<file path="src/rtl/regfile_wb_arbiter.sv">
// Shares the register file's single write port between the ALU and load writeback paths.
// Each source owns a one-entry buffer; entries commit oldest-first, with round-robin on same-edge ties.
module regfile_wb_arbiter #(
  parameter int DATA_WIDTH = 32,
  parameter int ADDR_WIDTH = 5
) (
  input  logic                  clock_i,
  input  logic                  reset_i,
  input  logic                  alu_valid_i,
  output logic                  alu_ready_o,
  input  logic [ADDR_WIDTH-1:0] alu_rd_i,
  input  logic [DATA_WIDTH-1:0] alu_data_i,
  input  logic                  mem_valid_i,
  output logic                  mem_ready_o,
  input  logic [ADDR_WIDTH-1:0] mem_rd_i,
  input  logic [DATA_WIDTH-1:0] mem_data_i,
  output logic                  reg_write_o,
  output logic [ADDR_WIDTH-1:0] wr_register_o,
  output logic [DATA_WIDTH-1:0] wr_data_o,
  output logic [31:0]           pending_o
);

  function automatic logic [31:0] rd_onehot(input logic [ADDR_WIDTH-1:0] rd);
    logic [31:0] dec;
    dec = '0;
    dec[rd] = 1'b1;
    return dec;
  endfunction

  logic                  alu_full, mem_full;
  logic                  alu_age, mem_age;
  logic                  rr;
  logic [ADDR_WIDTH-1:0] alu_rd, mem_rd;
  logic [DATA_WIDTH-1:0] alu_data, mem_data;

  logic grant_alu, grant_mem, tie;
  logic alu_load, mem_load;
  logic alu_full_nxt, mem_full_nxt;
  logic alu_age_nxt, mem_age_nxt;

  // Grant depends only on buffer state, never on the incoming valids.
  always_comb begin
    grant_alu = 1'b0;
    grant_mem = 1'b0;
    tie       = 1'b0;
    if (alu_full && mem_full) begin
      if (alu_age != mem_age) begin
        grant_alu = alu_age;
        grant_mem = mem_age;
      end else begin
        tie       = 1'b1;
        grant_alu = ~rr;
        grant_mem = rr;
      end
    end else begin
      grant_alu = alu_full;
      grant_mem = mem_full;
    end
  end

  assign alu_ready_o = ~alu_full | grant_alu;
  assign mem_ready_o = ~mem_full | grant_mem;

  // Writes to x0 are accepted but consumed without buffering.
  assign alu_load = alu_valid_i & alu_ready_o & (alu_rd_i != '0);
  assign mem_load = mem_valid_i & mem_ready_o & (mem_rd_i != '0);

  assign alu_full_nxt = alu_load | (alu_full & ~grant_alu);
  assign mem_full_nxt = mem_load | (mem_full & ~grant_mem);

  always_comb begin
    alu_age_nxt = alu_full_nxt;
    mem_age_nxt = mem_full_nxt;
    if (alu_full_nxt && mem_full_nxt) begin
      if (alu_load && mem_load) begin
        alu_age_nxt = 1'b0;
        mem_age_nxt = 1'b0;
      end else if (alu_load) begin
        alu_age_nxt = 1'b0;
        mem_age_nxt = 1'b1;
      end else if (mem_load) begin
        alu_age_nxt = 1'b1;
        mem_age_nxt = 1'b0;
      end else begin
        alu_age_nxt = alu_age;
        mem_age_nxt = mem_age;
      end
    end
  end

  always_ff @(posedge clock_i or posedge reset_i) begin
    if (reset_i) begin
      alu_full <= 1'b0;
      mem_full <= 1'b0;
      alu_age  <= 1'b0;
      mem_age  <= 1'b0;
      rr       <= 1'b0;
    end else begin
      alu_full <= alu_full_nxt;
      mem_full <= mem_full_nxt;
      alu_age  <= alu_age_nxt;
      mem_age  <= mem_age_nxt;
      if (tie) rr <= ~rr;
    end
  end

  // Payload registers carry no reset; full gates every use of them.
  always_ff @(posedge clock_i) begin
    if (alu_load) begin
      alu_rd   <= alu_rd_i;
      alu_data <= alu_data_i;
    end
    if (mem_load) begin
      mem_rd   <= mem_rd_i;
      mem_data <= mem_data_i;
    end
  end

  assign reg_write_o   = grant_alu | grant_mem;
  assign wr_register_o = grant_alu ? alu_rd   : (grant_mem ? mem_rd   : '0);
  assign wr_data_o     = grant_alu ? alu_data : (grant_mem ? mem_data : '0);

  assign pending_o = (alu_full ? rd_onehot(alu_rd) : 32'd0) |
                     (mem_full ? rd_onehot(mem_rd) : 32'd0);

endmodule
</file>
<file path="config.mk">
export PLATFORM = sky130hd
export DESIGN_NAME = regfile_wb_arbiter
export DESIGN_NICKNAME = d
export VERILOG_FILES = /design/src/rtl/regfile_wb_arbiter.sv
export SDC_FILE = /design/constraint.sdc
export NUM_CORES = 1
export LEC_CHECK = 0
export CAP_MARGIN = 20
export CORE_ASPECT_RATIO = 1.75
export CORE_MARGIN = 5
export CORE_UTILIZATION = 30
export CTS_CLUSTER_DIAMETER = 30
export DETAILED_ROUTE_END_ITERATION = 12
export DONT_BUFFER_PORTS = 1
export PLACE_DENSITY = 0.5
export SLEW_MARGIN = 15
export SYNTH_ARGS = -nofsm -noshare
export SYNTH_HDL_FRONTEND = slang
export SYNTH_SLANG_ARGS = --single-unit
</file>
<file path="constraint.sdc">
create_clock -name clock_i -period 4.1 [get_ports clock_i]
set_clock_uncertainty 0.2 [all_clocks]
set_input_delay 1.025 -clock clock_i [delete_from_list [all_inputs] [get_ports clock_i]]
set_output_delay 1.025 -clock clock_i [all_outputs]
set_load 0.1 [all_outputs]
</file>
==> results.txt, run 1 <==
I/O pins - 150
Final ANT Viol Nets - 0
required time worst endpoint - 2.87 ns
Peak VDD IR - 513.9 uV
cells after synthesis - 217
critical path capture point type - output port
Hold Vio Cnt, Final - 0
Setup violations, final - 0
Distinct cells, synth - 29
register bit total from synthesis - 79
Comb pwr share - 52.7%
Worst R2R Path Depth - 5
relative slew slack - 49.87%
DR iter-0 viols - 63
Reg2Reg Setup Slack - 1.29 ns
Post-CTS Resized - 0
Total Routing Usage GR - 14.21%
iteration count of the initial detailed-routing pass - 4
max-cap violation count - 0
total grt overflow - 0
die area - 0.01328 mm2
worst skew pair latency - 0.32 ns
final core utilization - 41.99%
Ys Warns - 0
startpoint class of the critical path - register
clock share of power - 21.1%
outcome - completed
initial core utilization - 30.67%
mean post-synth cell area - 15.21 um2
Nets - 365
Cell Rows - 50
CP Max Fanout - 21
Clock Path Buffers - 2
worst min path class - input port to async pin
first-pass GRT wire length - 13770 um
Core Region - 0.01076 mm2
Via Count - 2275
RSZ-0062 raised after global routing - false
largest net degree at the start of global routing - 38
initial antenna violation count - 0
static leakage - 1.650 nW
Slew Viols, Final - 0
DIE WIDTH - 89.29 um
Max Freq - 0.2817 GHz
Sum Neg Setup Slack - 0 ns
sw power - 2.168 mW
post-DP HPWL - 7236 um
Post-Syn Area - 0.003301 mm2
Clock transition at path regs - 0.06 ns
Hold-fix buffers, CTS - 0
sequential fraction of the synthesis area - 71.11%
layout overhead on the synthesized area - 36.88%
P_int - 2.082 mW
Die Ht - 148.8 um
# Post-CTS Setup Buffers - 0
WS Path Type - register to output port
power per cell area - 940.8 mW/mm2
H-tree depth - 3
# DRC - 0
layout cells sized above 1 - 45.55%
Root Buffer Master - clkbuf_16
Sequential Power Share - 26.2%
critical path arrival - 2.32 ns
switching share of power - 51.01%
vias in the first global route - 2368
CTS tree - built
final worst-path cycle share - 86.58%
Syn Nets - 295
slew of the pin with the lowest slew margin - 0.7504 ns
Vias/cell - 5.378
IO buf count - 0
routability cong. - 0.9338
clock period minus worst slack - 3.550 ns
total clock sinks - 79
WL final - 9382 um
drt wl/cell - 22.18 um
Num CTS Buffers - 9
-- layout by cell type, fill, tap and decap left out, types with 3 or more instances in the layout --
master     netlist  layout
buf_4            0      75
edfxtp_1        74      74
a22o_1          36      36
o22ai_2          0      32
nand3b_1        10      10
clkbuf_16        0       9
nand2_1          6       6
nand3_1          5       5
dfrtp_1          5       5
nor2_1           4       4
or3_1            3       3
bufinv_16        0       3
-- worst max-delay path, stage by stage, from the launching register on --
cell and delay (ns):
dfrtp_1 0.40, maj3_2 0.40, a21oi_4 0.49, buf_12 0.23
a22o_1 0.17, buf_4 0.30
-- per-stage QoR --
stage | hold slack (ns) | setup WS (ns) | power (mW) | area (um2) | instances
after global placement | 0.2669 | 0.9282 | 3.366 | 4170 | 406
after global routing | 0.3013 | 0.4407 | 4.389 | 4516 | 422
after CTS | 0.2793 | 0.5052 | 4.291 | 4516 | 422
after detailed placement | 0.2815 | 0.8758 | 3.384 | 4170 | 406
final | 0.2890 | 0.5501 | 4.251 | 4518 | 423
after floorplan | 0.2547 | 0.3247 | 2.921 | 3301 | 217
-- power by group through the flow --
stage                     registers (mW)  clock network (mW)  logic [mW]
final                               1.11               0.897        2.24
after global routing                1.13               0.953        2.31
after CTS                           1.12               0.921        2.26
after detailed placement            1.13                   0        2.25
after global placement              1.13                   0        2.24
after floorplan                     1.09                   0        1.83
-- layout make-up --
class | count | area [um2]
repair buffers | 76 | 583.1
inverters | 3 | 11.26
fillers | 995 | 6242
multi-input cells | 118 | 1066
diodes | 1 | 2.502
clock inverters | 7 | 120.1
flip-flops and latches | 79 | 2347
well taps | 130 | 162.7
clock buffers | 9 | 225.2
-- registers in the layout, summed over array words and instances, names as in the netlist --
name / cells
rr: 1
mem_age: 1
alu_full: 1
alu_rd: 5
mem_data: 32
mem_full: 1
alu_age: 1
alu_data: 32
mem_rd: 5
-- metal layers --
layer / wire, um / GRT usage (%)
met1: 3160 / 14.35
met2: 5368 / 25.78
met3: 597 / 3.427
met4: 256 / 7.675
met5: 0 / 0
-- synth_stat cells --
library cell	instances	area (um2)
or2_2	2	12.51
or3b_2	2	17.52
or3b_1	2	17.52
or3_1	3	18.77
nand3b_1	10	75.07
a21boi_0	1	7.510
or4_1	2	15.01
xor2_1	2	17.52
buf_6	4	45.04
inv_1	2	7.510
a31oi_1	1	6.260
a32o_1	1	10.01
inv_2	1	3.750
nand3_1	5	25.02
o22ai_1	32	200.2
nand2_1	6	22.52
o21ai_0	2	10.01
a22o_1	36	315.3
buf_2	4	20.02
edfxtp_1	74	2222
nor2_1	4	15.01
o21ai_1	2	10.01
nand2b_1	1	6.260
dfrtp_1	5	125.1
o21a_1	1	7.510
clkbuf_1	9	33.78
a21oi_4	1	16.27
maj3_2	1	11.26
nor2b_1	1	6.260
-- path summary, 6_finish.rpt --
path,startpoint,to
max in group asynchronous,reset_i,alu_full$_DFF_PP0_
hold reg to reg,rr$_DFFE_PP0P_,rr$_DFFE_PP0P_
min in group clock_i,rr$_DFFE_PP0P_,rr$_DFFE_PP0P_
setup reg to reg,alu_age$_DFFE_PP0P_,mem_data[21]$_DFFE_PP_
hold / removal,reset_i,mem_full$_DFF_PP0_
setup / recovery,rr$_DFFE_PP0P_,wr_register_o[0]
-- cells by family (layout without fill, tap and decap cells) --
group           after synthesis  in the layout  synth area share [%]
simple gates                 38             38                 7.013
xor+xnor                      2              2                0.5308
fa+ha+maj                     1              1                0.3411
other cells                   0              1                     0
buf+inv                      20             95                 3.336
flops                        79             79                 71.11
compound gates               77             77                 17.67
(Power assumes the default switching activity.)
==> run 2: changes to the inputs <==
Settings changed: CTS_CLUSTER_DIAMETER 30 to 200.
==> results of run 2 <==
Same layout as run 1: the final DEF is identical, and so are final timing and power.
==> run 3: changes to the inputs <==
Settings changed: CTS_BUF_LIST from default to sky130_fd_sc_hd__clkbuf_4 sky130_fd_sc_hd__clkbuf_8 sky130_fd_sc_hd__clkbuf_16.
==> results of run 3 <==
Same layout as run 1: the final DEF is identical, and so are final timing and power.
